===== config.mk =====
export PLATFORM = sky130hd
export DESIGN_NAME = alu_mc
export DESIGN_NICKNAME = d
export VERILOG_FILES = /design/src/rtl/alu_pkg.sv /design/src/rtl/alu_mc_mdu.sv /design/src/rtl/alu_mc.sv
export SDC_FILE = /design/constraint.sdc
export NUM_CORES = 1
export LEC_CHECK = 0
export ABC_CLOCK_PERIOD_IN_PS = 13850
export CORE_ASPECT_RATIO = 0.75
export CORE_MARGIN = 1.5
export CORE_UTILIZATION = 40
export CTS_BUF_LIST = sky130_fd_sc_hd__clkbuf_8
export DETAILED_ROUTE_END_ITERATION = 8
export SLEW_MARGIN = 20
export SYNTH_ARGS = -nofsm -noshare
export SYNTH_HDL_FRONTEND = slang
export SYNTH_SLANG_ARGS = --single-unit

===== constraint.sdc =====
create_clock -name clk -period 13.85 [get_ports clk]
set_input_delay 2.0775 -clock clk [delete_from_list [all_inputs] [get_ports clk]]
set_output_delay 2.0775 -clock clk [all_outputs]
set_load 0.005 [all_outputs]

===== src/rtl/alu_pkg.sv =====
// Shared definitions for the multi-cycle ALU: funct3 codes, FSM states and
// the fixed results used for divide-by-zero and signed-overflow division.
package alu_pkg;

    // Base integer funct3 codes
    localparam logic [2:0] F3_ADD    = 3'b000;
    localparam logic [2:0] F3_SLL    = 3'b001;
    localparam logic [2:0] F3_SLT    = 3'b010;
    localparam logic [2:0] F3_SLTU   = 3'b011;
    localparam logic [2:0] F3_XOR    = 3'b100;
    localparam logic [2:0] F3_SR     = 3'b101;
    localparam logic [2:0] F3_OR     = 3'b110;
    localparam logic [2:0] F3_AND    = 3'b111;

    // Multiply/divide funct3 codes
    localparam logic [2:0] F3_MUL    = 3'b000;
    localparam logic [2:0] F3_MULH   = 3'b001;
    localparam logic [2:0] F3_MULHSU = 3'b010;
    localparam logic [2:0] F3_MULHU  = 3'b011;
    localparam logic [2:0] F3_DIV    = 3'b100;
    localparam logic [2:0] F3_DIVU   = 3'b101;
    localparam logic [2:0] F3_REM    = 3'b110;
    localparam logic [2:0] F3_REMU   = 3'b111;

    typedef enum logic [1:0] {
        IDLE = 2'd0,
        CALC = 2'd1,
        DONE = 2'd2
    } state_t;

    // Quotient for a zero divisor: all ones in the low xlen bits
    function automatic logic [63:0] div_zero_quot(input int xlen);
        return {64{1'b1}} >> (64 - xlen);
    endfunction

    // Most-negative xlen-bit value: quotient of min / -1
    function automatic logic [63:0] div_ovf_quot(input int xlen);
        return 64'd1 << (xlen - 1);
    endfunction

endpackage


===== src/rtl/alu_mc_mdu.sv =====
// Iterative multiply/divide core. Works on operand magnitudes: shift-add
// multiply or restoring divide, one bit per cycle for XLEN cycles. During the
// last cycle it exposes the sign-corrected result together with a done pulse.
module mdu_iter
    import alu_pkg::*;
#(
    parameter int XLEN = 32
) (
    input  logic            clk,
    input  logic            rst_n,
    input  logic            start,
    input  logic            kill,
    input  logic [XLEN-1:0] a,
    input  logic [XLEN-1:0] b,
    input  logic [2:0]      op,
    input  logic            a_signed,
    input  logic            b_signed,
    output logic            done,
    output logic [XLEN-1:0] result
);

    localparam int CNT_W = $clog2(XLEN);
    localparam logic [63:0]       DIVZ_Q64 = div_zero_quot(XLEN);
    localparam logic [63:0]       OVF_Q64  = div_ovf_quot(XLEN);
    localparam logic [XLEN-1:0]   DIVZ_Q   = DIVZ_Q64[XLEN-1:0];
    localparam logic [XLEN-1:0]   OVF_Q    = OVF_Q64[XLEN-1:0];
    localparam logic [XLEN-1:0]   ONE      = {{(XLEN-1){1'b0}}, 1'b1};
    localparam logic [2*XLEN-1:0] ONE2     = {{(2*XLEN-1){1'b0}}, 1'b1};
    localparam logic [CNT_W-1:0]  CNT_ONE  = {{(CNT_W-1){1'b0}}, 1'b1};
    localparam logic [CNT_W-1:0]  CNT_LAST = CNT_W'(XLEN - 1);

    logic               run_r;
    logic [CNT_W-1:0]   cnt_r;
    logic [XLEN-1:0]    hi_r;      // product high half / partial remainder
    logic [XLEN-1:0]    lo_r;      // multiplier / dividend shifting into quotient
    logic [XLEN-1:0]    mcand_r;   // multiplicand or divisor magnitude
    logic               is_div_r;
    logic               hi_sel_r;
    logic               rem_sel_r;
    logic               neg_r;
    logic               bzero_r;
    logic               ovf_r;
    logic [XLEN-1:0]    a_r;

    logic               a_neg_s;
    logic               b_neg_s;
    logic [XLEN-1:0]    a_mag_s;
    logic [XLEN-1:0]    b_mag_s;
    logic [XLEN-1:0]    mul_add_s;
    logic [XLEN:0]      mul_sum_s;
    logic [XLEN:0]      div_shift_s;
    logic [XLEN:0]      div_trial_s;
    logic [XLEN-1:0]    hi_nxt_s;
    logic [XLEN-1:0]    lo_nxt_s;
    logic [2*XLEN-1:0]  prod_s;
    logic [2*XLEN-1:0]  prod_fix_s;
    logic [XLEN-1:0]    quo_fix_s;
    logic [XLEN-1:0]    rem_fix_s;

    // Operand magnitudes taken at start
    always_comb begin
        a_neg_s = a_signed & a[XLEN-1];
        b_neg_s = b_signed & b[XLEN-1];
        if (a_neg_s) begin
            a_mag_s = ~a + ONE;
        end else begin
            a_mag_s = a;
        end
        if (b_neg_s) begin
            b_mag_s = ~b + ONE;
        end else begin
            b_mag_s = b;
        end
    end

    // One iteration step of either shift-add multiply or restoring divide
    always_comb begin
        mul_add_s   = lo_r[0] ? mcand_r : {XLEN{1'b0}};
        mul_sum_s   = {1'b0, hi_r} + {1'b0, mul_add_s};
        div_shift_s = {hi_r, lo_r[XLEN-1]};
        div_trial_s = div_shift_s - {1'b0, mcand_r};
        if (is_div_r) begin
            if (!div_trial_s[XLEN]) begin
                hi_nxt_s = div_trial_s[XLEN-1:0];
                lo_nxt_s = {lo_r[XLEN-2:0], 1'b1};
            end else begin
                hi_nxt_s = div_shift_s[XLEN-1:0];
                lo_nxt_s = {lo_r[XLEN-2:0], 1'b0};
            end
        end else begin
            hi_nxt_s = mul_sum_s[XLEN:1];
            lo_nxt_s = {mul_sum_s[0], lo_r[XLEN-1:1]};
        end
    end

    // Sign fix-up and special-case selection on the final step's value
    always_comb begin
        prod_s     = {hi_nxt_s, lo_nxt_s};
        prod_fix_s = neg_r ? (~prod_s + ONE2) : prod_s;
        quo_fix_s  = neg_r ? (~lo_nxt_s + ONE) : lo_nxt_s;
        rem_fix_s  = neg_r ? (~hi_nxt_s + ONE) : hi_nxt_s;
        if (is_div_r) begin
            if (rem_sel_r) begin
                if (bzero_r) begin
                    result = a_r;
                end else if (ovf_r) begin
                    result = {XLEN{1'b0}};
                end else begin
                    result = rem_fix_s;
                end
            end else begin
                if (bzero_r) begin
                    result = DIVZ_Q;
                end else if (ovf_r) begin
                    result = OVF_Q;
                end else begin
                    result = quo_fix_s;
                end
            end
        end else begin
            result = hi_sel_r ? prod_fix_s[2*XLEN-1:XLEN] : prod_fix_s[XLEN-1:0];
        end
        done = run_r && (cnt_r == CNT_LAST);
    end

    // Load operands on start, then iterate until the counter wraps
    always_ff @(posedge clk or negedge rst_n) begin
        if (!rst_n) begin
            run_r     <= 1'b0;
            cnt_r     <= {CNT_W{1'b0}};
            hi_r      <= {XLEN{1'b0}};
            lo_r      <= {XLEN{1'b0}};
            mcand_r   <= {XLEN{1'b0}};
            is_div_r  <= 1'b0;
            hi_sel_r  <= 1'b0;
            rem_sel_r <= 1'b0;
            neg_r     <= 1'b0;
            bzero_r   <= 1'b0;
            ovf_r     <= 1'b0;
            a_r       <= {XLEN{1'b0}};
        end else if (kill) begin
            run_r <= 1'b0;
            cnt_r <= {CNT_W{1'b0}};
        end else if (start) begin
            run_r     <= 1'b1;
            cnt_r     <= {CNT_W{1'b0}};
            hi_r      <= {XLEN{1'b0}};
            is_div_r  <= op[2];
            hi_sel_r  <= (op != F3_MUL);
            rem_sel_r <= op[1];
            neg_r     <= (op[2] && op[1]) ? a_neg_s : (a_neg_s ^ b_neg_s);
            bzero_r   <= (b == {XLEN{1'b0}});
            ovf_r     <= op[2] & a_signed & b_signed & (a == OVF_Q) & (b == DIVZ_Q);
            a_r       <= a;
            if (op[2]) begin
                lo_r    <= a_mag_s;
                mcand_r <= b_mag_s;
            end else begin
                lo_r    <= b_mag_s;
                mcand_r <= a_mag_s;
            end
        end else if (run_r) begin
            hi_r  <= hi_nxt_s;
            lo_r  <= lo_nxt_s;
            cnt_r <= cnt_r + CNT_ONE;
            if (cnt_r == CNT_LAST) begin
                run_r <= 1'b0;
            end
        end
    end

endmodule


===== src/rtl/alu_mc.sv =====
// Multi-cycle execute-stage ALU: single-cycle base ops, iterative M-extension
// ops through mdu_iter, valid/ready handshake on both sides and a flush input.
module alu_mc
    import alu_pkg::*;
#(
    parameter int XLEN = 32,
    parameter bit M_EN = 1'b1
) (
    input  logic            clk,
    input  logic            rst_n,
    input  logic            in_valid,
    output logic            in_ready,
    input  logic [XLEN-1:0] a,
    input  logic [XLEN-1:0] b,
    input  logic [2:0]      op,
    input  logic            sel,
    input  logic            mext,
    input  logic            kill,
    output logic            out_valid,
    input  logic            out_ready,
    output logic [XLEN-1:0] result,
    output logic            zero,
    output logic            busy
);

    localparam int SHAMT_W = $clog2(XLEN);

    state_t             state_r;
    state_t             state_nxt_s;
    logic [XLEN-1:0]    result_r;
    logic [XLEN-1:0]    result_nxt_s;
    logic               out_valid_r;
    logic               busy_r;
    logic               in_ready_r;
    logic               zero_r;

    logic               is_m_s;
    logic [SHAMT_W-1:0] shamt_s;
    logic [XLEN-1:0]    base_s;
    logic               a_signed_s;
    logic               b_signed_s;
    logic               mdu_start_s;
    logic               mdu_done_s;
    logic [XLEN-1:0]    mdu_res_s;

    assign in_ready  = in_ready_r;
    assign out_valid = out_valid_r;
    assign busy      = busy_r;
    assign result    = result_r;
    assign zero      = zero_r;

    assign is_m_s  = M_EN & mext;
    assign shamt_s = b[SHAMT_W-1:0];

    // Single-cycle base integer datapath
    always_comb begin
        case (op)
            F3_ADD:  base_s = sel ? (a - b) : (a + b);
            F3_SLL:  base_s = a << shamt_s;
            F3_SLT:  base_s = {{(XLEN-1){1'b0}}, ($signed(a) < $signed(b))};
            F3_SLTU: base_s = {{(XLEN-1){1'b0}}, (a < b)};
            F3_XOR:  base_s = a ^ b;
            F3_SR:   base_s = sel ? $unsigned($signed(a) >>> shamt_s) : (a >> shamt_s);
            F3_OR:   base_s = a | b;
            F3_AND:  base_s = a & b;
            default: base_s = {XLEN{1'b0}};
        endcase
    end

    // Operand signedness for the multiply/divide core
    always_comb begin
        case (op)
            F3_MULH:   begin a_signed_s = 1'b1; b_signed_s = 1'b1; end
            F3_MULHSU: begin a_signed_s = 1'b1; b_signed_s = 1'b0; end
            F3_DIV:    begin a_signed_s = 1'b1; b_signed_s = 1'b1; end
            F3_REM:    begin a_signed_s = 1'b1; b_signed_s = 1'b1; end
            default:   begin a_signed_s = 1'b0; b_signed_s = 1'b0; end
        endcase
    end

    // Handshake FSM next state and result selection; kill wins over everything
    always_comb begin
        state_nxt_s  = state_r;
        result_nxt_s = result_r;
        mdu_start_s  = 1'b0;
        if (kill) begin
            state_nxt_s = IDLE;
        end else begin
            case (state_r)
                IDLE: begin
                    if (in_valid) begin
                        if (is_m_s) begin
                            state_nxt_s = CALC;
                            mdu_start_s = 1'b1;
                        end else begin
                            state_nxt_s  = DONE;
                            result_nxt_s = base_s;
                        end
                    end else begin
                        state_nxt_s = IDLE;
                    end
                end
                CALC: begin
                    if (mdu_done_s) begin
                        state_nxt_s  = DONE;
                        result_nxt_s = mdu_res_s;
                    end else begin
                        state_nxt_s = CALC;
                    end
                end
                DONE: begin
                    if (out_ready) begin
                        state_nxt_s = IDLE;
                    end else begin
                        state_nxt_s = DONE;
                    end
                end
                default: state_nxt_s = IDLE;
            endcase
        end
    end

    // State, result and handshake flags, all registered from the next state
    always_ff @(posedge clk or negedge rst_n) begin
        if (!rst_n) begin
            state_r     <= IDLE;
            result_r    <= {XLEN{1'b0}};
            out_valid_r <= 1'b0;
            busy_r      <= 1'b0;
            in_ready_r  <= 1'b1;
            zero_r      <= 1'b1;
        end else begin
            state_r     <= state_nxt_s;
            result_r    <= result_nxt_s;
            out_valid_r <= (state_nxt_s == DONE);
            busy_r      <= (state_nxt_s == CALC);
            in_ready_r  <= (state_nxt_s == IDLE);
            zero_r      <= (result_nxt_s == {XLEN{1'b0}});
        end
    end

    mdu_iter #(
        .XLEN(XLEN)
    ) u_mdu (
        .clk      (clk),
        .rst_n    (rst_n),
        .start    (mdu_start_s),
        .kill     (kill),
        .a        (a),
        .b        (b),
        .op       (op),
        .a_signed (a_signed_s),
        .b_signed (b_signed_s),
        .done     (mdu_done_s),
        .result   (mdu_res_s)
    );

endmodule


==> results.txt, run 1 <==
status: complete, no violations
Post-Syn Area per Cell: 7.26 um^2
Pint: 1980 uW
Reg area: 0.00446 mm^2
Slew HR: 0.128
sequential area share after synthesis: 0.167
final wirelength: 130,000 um
Switch Pwr: 2660 uW
Detailed Place HPWL: 102,000 um
Synth top cells by count: 399 x nor2_1, 383 x nand2_1, 352 x o21ai_0
vias in the first global route: 26.9k
DR vias/cell: 6.80
Seq pwr share: 0.185
Startpoint Class: flop
area grow syn2layout: 8.62%
# resized after CTS: 0
combinational fraction of design power: 0.727
initial antenna violation count: 2
Root Driver: clkbuf_8
Placed Cells: 4,487
WP data required: 14.31 ns
min Tclk post-route: 8.56 ns
hold buffers post-CTS: 0
latest clock arrival within the worst-skew pair: 0.55 ns
Nets: 3,880
crit share post-route: 0.618
Least-Margin Pin Slew: 1.31 ns
area taken by multi-input logic gates: 0.0207 mm^2
crit-path max FO: 37
hold_ws: 0.493 ns
cell area after synthesis: 0.0267 mm^2
drt initial violations: 5,042
top cells by area, synth: dfrtp_1 17%, ha_1 7.8%, o21ai_0 6.6%, a21oi_1 5.8%, nor2_1 5.6%
DRC: 0
RSZ-0062 raised after global routing: false
post-synthesis async set-or-reset flop share: 1.00
ratio of cells with drive above 1 in the final layout: 0.0721
global-route wire length before repair: 188,000 um
Yosys warnings: 0
Fin Clk Skew: 0.0163 ns
fmax: 117 MHz
flops & latches, synth: 178
DIE HEIGHT: 227 um
most common cell in the netlist: nor2_1
num rows: 81
largest net degree at the start of global routing: 97
clock-pin slew on the worst setup and hold paths: 0.11 ns
Tightest Hold Check Type: flop to flop
Max-cap violations: 0
leakage power: 0.0119 uW
GRT Total Usage: 0.372
setup tns final: 0 ns
drt first pass iters: 6
CTS tree: yes
Tot Pwr: 4640 uW
CP Data Arrival Time: 9.02 ns
I/O pins: 110
Initial Utilization: 0.407
clock power share: 0.088
H-tree depth: 4
Remaining Overflow, GRT: 0
Slew Viols, Final: 0
clk buf depth: 2
CTS Sinks: 178
Syn Nets: 3,919
post-synth top area share: 0.165
postcts setup bufs: 0
largest area contributor in the netlist: dfrtp_1
vias: 30.7k
crit path capture type: flop
Finish-stage setup viols: 0
Post-synth EDFFs: 0
Core ar.: 0.0656 mm^2
die area: 0.0683 mm^2
Placer Congestion: 1.06
Gate Count Post-Synth: 3,674
Hold Vio Cnt, Final: 0
power per cell area: 160 mW/mm^2
R2R setup slack: 5.29 ns
port buffer count: 109
drt wl/cell: 28.8 um
CTS Buf Count: 17
post-synth cell types: 104
maximum vdd drop: 112 uV
Filler cells: 6,758
Die Wd: 301 um
Most used DFF post-synth: dfrtp_1
Cell Count, Final, Fillers Out: 4,520
crit path kind: flop to flop
switching part of the total: 0.573
post-route ant nets: 0
==> registers in the layout, summed over array words and instances (netlist names) <==
name / flops
u_mdu.lo_r: 32
in_ready: 1
u_mdu.bzero_r: 1
u_mdu.ovf_r: 1
u_mdu.a_r: 32
result: 32
u_mdu.hi_sel_r: 1
out_valid: 1
u_mdu.rem_sel_r: 1
u_mdu.run_r: 1
u_mdu.is_div_r: 1
u_mdu.neg_r: 1
state_r: 2
u_mdu.cnt_r: 5
u_mdu.mcand_r: 32
zero: 1
busy: 1
u_mdu.hi_r: 32
==> stage by stage <==
stage / utilization / setup WS, ns / cell area (um^2)
3_5_place_dp: 0.436 / 5.70 / 28600
5_1_grt: 0.442 / 4.98 / 29000
4_1_cts: 0.442 / 5.67 / 29000
3_3_place_gp: 0.435 / 5.98 / 28500
6_report: 0.442 / 5.29 / 29000
2_1_floorplan: - / 6.37 / 26700
==> final cells by class <==
class / instances / share of cell area
Clock buffer: 18 / 0.00855
Inverter: 158 / 0.0205
Timing Repair Buffer: 200 / 0.0608
Tap cell: 871 / 0.0376
Multi-Input combinational cell: 3080 / 0.713
Clock inverter: 14 / 0.00566
Antenna cell: 1 / 0.0000863
Sequential cell: 178 / 0.154
==> worst max-delay path, cell delays in order (launching register included) <==
cell      delay [ns]
dfrtp_1         0.42
inv_1           0.11
ha_1            0.21
fa_1            0.40
nand2b_1        0.20
a21oi_1         0.30
o21ai_1         0.23
o211ai_1        0.51
a21boi_4        0.08
buf_4           0.32
mux2i_1         0.20
nor2_1          0.26
ha_1            0.23
nor3b_1         0.24
o221ai_1        0.23
or3_1           0.56
nor2_1          0.55
inv_1           0.13
or3_1           0.51
nand2_1         0.14
o311ai_0        0.12
or4_1           0.60
or4b_1          0.57
nor4_1          0.26
nor4b_1         0.55
nand4_1         0.23
nor4_2          0.26
==> placed cells by master, fill, tap and decap left out, drive strengths merged, types with 25 or more instances in the layout <==
| cell | synthesis | routed |
|---|---|---|
| dfrtp | 176 | 176 |
| clkdlybuf4s50 | 0 | 102 |
| nand3 | 66 | 66 |
| nor2b | 25 | 25 |
| a21oi | 308 | 308 |
| a21o | 47 | 47 |
| and2 | 49 | 49 |
| mux2i | 106 | 106 |
| o21a | 25 | 25 |
| ha | 167 | 167 |
| nor2 | 399 | 399 |
| o31ai | 45 | 45 |
| nor4 | 32 | 32 |
| a211oi | 58 | 58 |
| a31oi | 40 | 40 |
| o211ai | 72 | 72 |
| or3 | 38 | 38 |
| inv | 154 | 157 |
| and3 | 25 | 25 |
| o21ai | 360 | 360 |
| mux4 | 58 | 58 |
| xor2 | 48 | 48 |
| nand2b | 36 | 36 |
| nand4 | 47 | 47 |
| a221oi | 29 | 29 |
| nor3 | 101 | 101 |
| buf | 51 | 97 |
| nand2 | 383 | 383 |
| o221ai | 37 | 37 |
| xnor2 | 143 | 143 |
==> layer usage <==
| layer | global-route usage | vias to the layer above | wire [um] |
|---|---|---|---|
| li1 | - | 13500 | - |
| met1 | 0.565 | 15000 | 58900 |
| met2 | 0.470 | 2080 | 48100 |
| met3 | 0.156 | 165 | 20000 |
| met4 | 0.0849 | 2 | 3080 |
| met5 | 0 | - | 13 |
==> power groups by stage <==
stage / registers [uW] / clock network (uW) / logic (uW)
3_3_place_gp: 849 / 0 / 3220
6_report: 861 / 407 / 3370
4_1_cts: 843 / 411 / 3230
5_1_grt: 872 / 429 / 3570
2_1_floorplan: 768 / 0 / 2240
3_5_place_dp: 851 / 0 / 3200
==> cell families after synthesis <==
kind of cell    synth area share
simple gates               0.226
compound gates             0.307
buf+inv                   0.0605
xor+xnor                  0.0630
mux                       0.0946
flops                      0.167
fa+ha+maj                 0.0813
==> worst paths after layout <==
| kind | startpoint | endpoint | cells past startpoint |
|---|---|---|---|
| worst min-delay path | u_mdu.a_r[30] | u_mdu.a_r[30] | 2 |
| worst max register to register | u_mdu.lo_r[31] | zero | 26 |
| max in group asynchronous | rst_n | u_mdu.is_div_r | 3 |
| min in group asynchronous | rst_n | u_mdu.cnt_r[1] | 1 |
| worst max-delay path | u_mdu.lo_r[31] | zero | 26 |
| worst min register to register | u_mdu.a_r[30] | u_mdu.a_r[30] | 2 |
(Power assumes the default switching activity.)
==> run 2, diff against run 1 <==
Settings changed: ABC_CLOCK_PERIOD_IN_PS 13850 to 8000.
Clock period 13.85 ns to 8 ns, I/O delays scaled along.
==> run 2 against run 1 <==
Compared with the run above:
- cell count rose by 0.84%
- fmax rose by 15%
- first-iteration DRC count increased by 1.6%
- routed wire length up 1.6%
- flip-flop and latch count did not move
- largest cell class unchanged
==> results.txt, run 2 (synthesis gave the netlist of run 1 again) <==
status: complete, no violations
Place WS: 0.541 ns
crit path kind: flop to flop
CP Data Arrival Time: 7.93 ns
crit share post-route: 0.932
Slew HR: 0.253
commonest non-fill, non-tap cells in the layout: 397 x nor2_1, 382 x nand2_1, 351 x o21ai_0
drt initial violations: 5,123
Tot Pwr: 8070 uW
Max-cap violations: 0
R2R depth: 25
Startpoint Class: flop
slowest CP cell: or4_1
DRC: 0
hold buffers post-CTS: 0
Tightest Hold Check Type: flop to flop
Least-Margin Pin Slew: 1.12 ns
delay-heaviest family, CP: simple AND/OR/NAND/NOR gates
# resized after CTS: 0
num rows: 81
die area: 0.0683 mm^2
CTS Sinks: 178
latest clock arrival within the worst-skew pair: 0.56 ns
I/O pins: 110
clock power share: 0.084
port buffer count: 109
fmax: 134 MHz
GRT Total Usage: 0.379
vias: 30.7k
postcts setup bufs: 0
Worst path depth: 25
CTS tree: yes
Worst Hold Path Cells: 2
Filler cells: 6,720
Finish-stage setup viols: 0
leakage power: 0.0121 uW
WP data required: 8.47 ns
setup tns final: 0 ns
Hold Vio Cnt, Final: 0
Placed Cells: 4,525
Pint: 3440 uW
fin worst setup slack: 0.548 ns
Placer Congestion: 1.06
CP bufs+invs: 2
crit-path max FO: 5
final wirelength: 132,000 um
Root Driver: clkbuf_8
most common cell after layout, fill and taps aside: nor2_1
Non-Filler Cell Area, Final: 0.0292 mm^2
initial antenna violation count: 2
post-route ant nets: 0
DIE HEIGHT: 227 um
Fin Clk Skew: 0.0219 ns
min Tclk post-route: 7.45 ns
Initial Utilization: 0.407
CTS Buf Count: 17
vias in the first global route: 27.2k
clk buf depth: 2
H-tree depth: 4
Die Wd: 301 um
global-route wire length before repair: 191,000 um
Remaining Overflow, GRT: 0
switching part of the total: 0.574
crit path capture type: flop
maximum vdd drop: 201 uV
clock-pin slew on the worst setup and hold paths: 0.11 ns
RSZ-0062 raised after global routing: false
Seq pwr share: 0.185
Nets: 3,918
DR vias/cell: 6.74
ratio of cells with drive above 1 in the final layout: 0.0827
area grow syn2layout: 9.63%
Worst path max stage delay: 0.59 ns
Post-DP Area: 0.0288 mm^2
Core ar.: 0.0656 mm^2
Cell Count, Final, Fillers Out: 4,558
Detailed Place HPWL: 104,000 um
Switch Pwr: 4630 uW
drt first pass iters: 8
drt wl/cell: 29.0 um
power per cell area: 276 mW/mm^2
combinational fraction of design power: 0.731
largest net degree at the start of global routing: 89
Slew Viols, Final: 0
[run 2: cell types whose count changed in the layout (fill, tap and decap cells not counted), sizes merged]
cell,previous run,this run
buf,97,135
clkinv,8,7
bufinv,3,1
inv,157,160
[run 2: final timing paths]
check / endpoint / slack (ns) / start
setup / recovery: zero / 0.55 / u_mdu.lo_r[31]
hold / removal: u_mdu.a_r[16] / 0.51 / u_mdu.a_r[16]
setup reg to reg: zero / 0.55 / u_mdu.lo_r[31]
hold reg to reg: u_mdu.a_r[16] / 0.51 / u_mdu.a_r[16]
max in group asynchronous: u_mdu.mcand_r[7] / 5.95 / rst_n
min in group asynchronous: u_mdu.cnt_r[3] / 0.65 / rst_n
[run 2: worst min-delay path, delay by kind of cell (launching register included)]
kind	cells	cell delay, ns
AO/OA/AOI/OAI	1	0.06
flip-flops	1	0.36
AND/OR/NAND/NOR	1	0.05
[run 2: final cells by class]
type                    count  area [um^2]  area share
flip-flops and latches    178         4460       0.153
diodes                      1         2.50   0.0000856
clock buffers              18          248     0.00847
well taps                 871         1090      0.0373
inverters                 158          593      0.0203
multi-input cells        3080        20700       0.707
clock inverters            14          129     0.00441
repair buffers            238         2040      0.0698
[run 2: stage by stage]
stage               utilization  hold slack, ns
CTS                       0.446           0.499
detailed placement        0.440           0.473
finish                    0.446           0.506
global placement          0.440           0.467
global route              0.446           0.541
floorplan                     -           0.445
[run 2: per-layer routing]
layer  up-vias  wire length [um]  GRT usage
li1      13600                 -          -
met1     14800             58900      0.560
met2      2096             48700      0.480
met3       209             20600      0.175
met4         8              3550     0.0887
met5         -               322     0.0325
[run 2: power by group through the flow]
stage | combinational (uW) | clock [uW] | sequential (uW)
2_1_floorplan | 3870 | 0 | 1330
3_3_place_gp | 5650 | 0 | 1470
4_1_cts | 5660 | 679 | 1470
3_5_place_dp | 5620 | 0 | 1480
5_1_grt | 6280 | 711 | 1520
6_report | 5900 | 675 | 1500
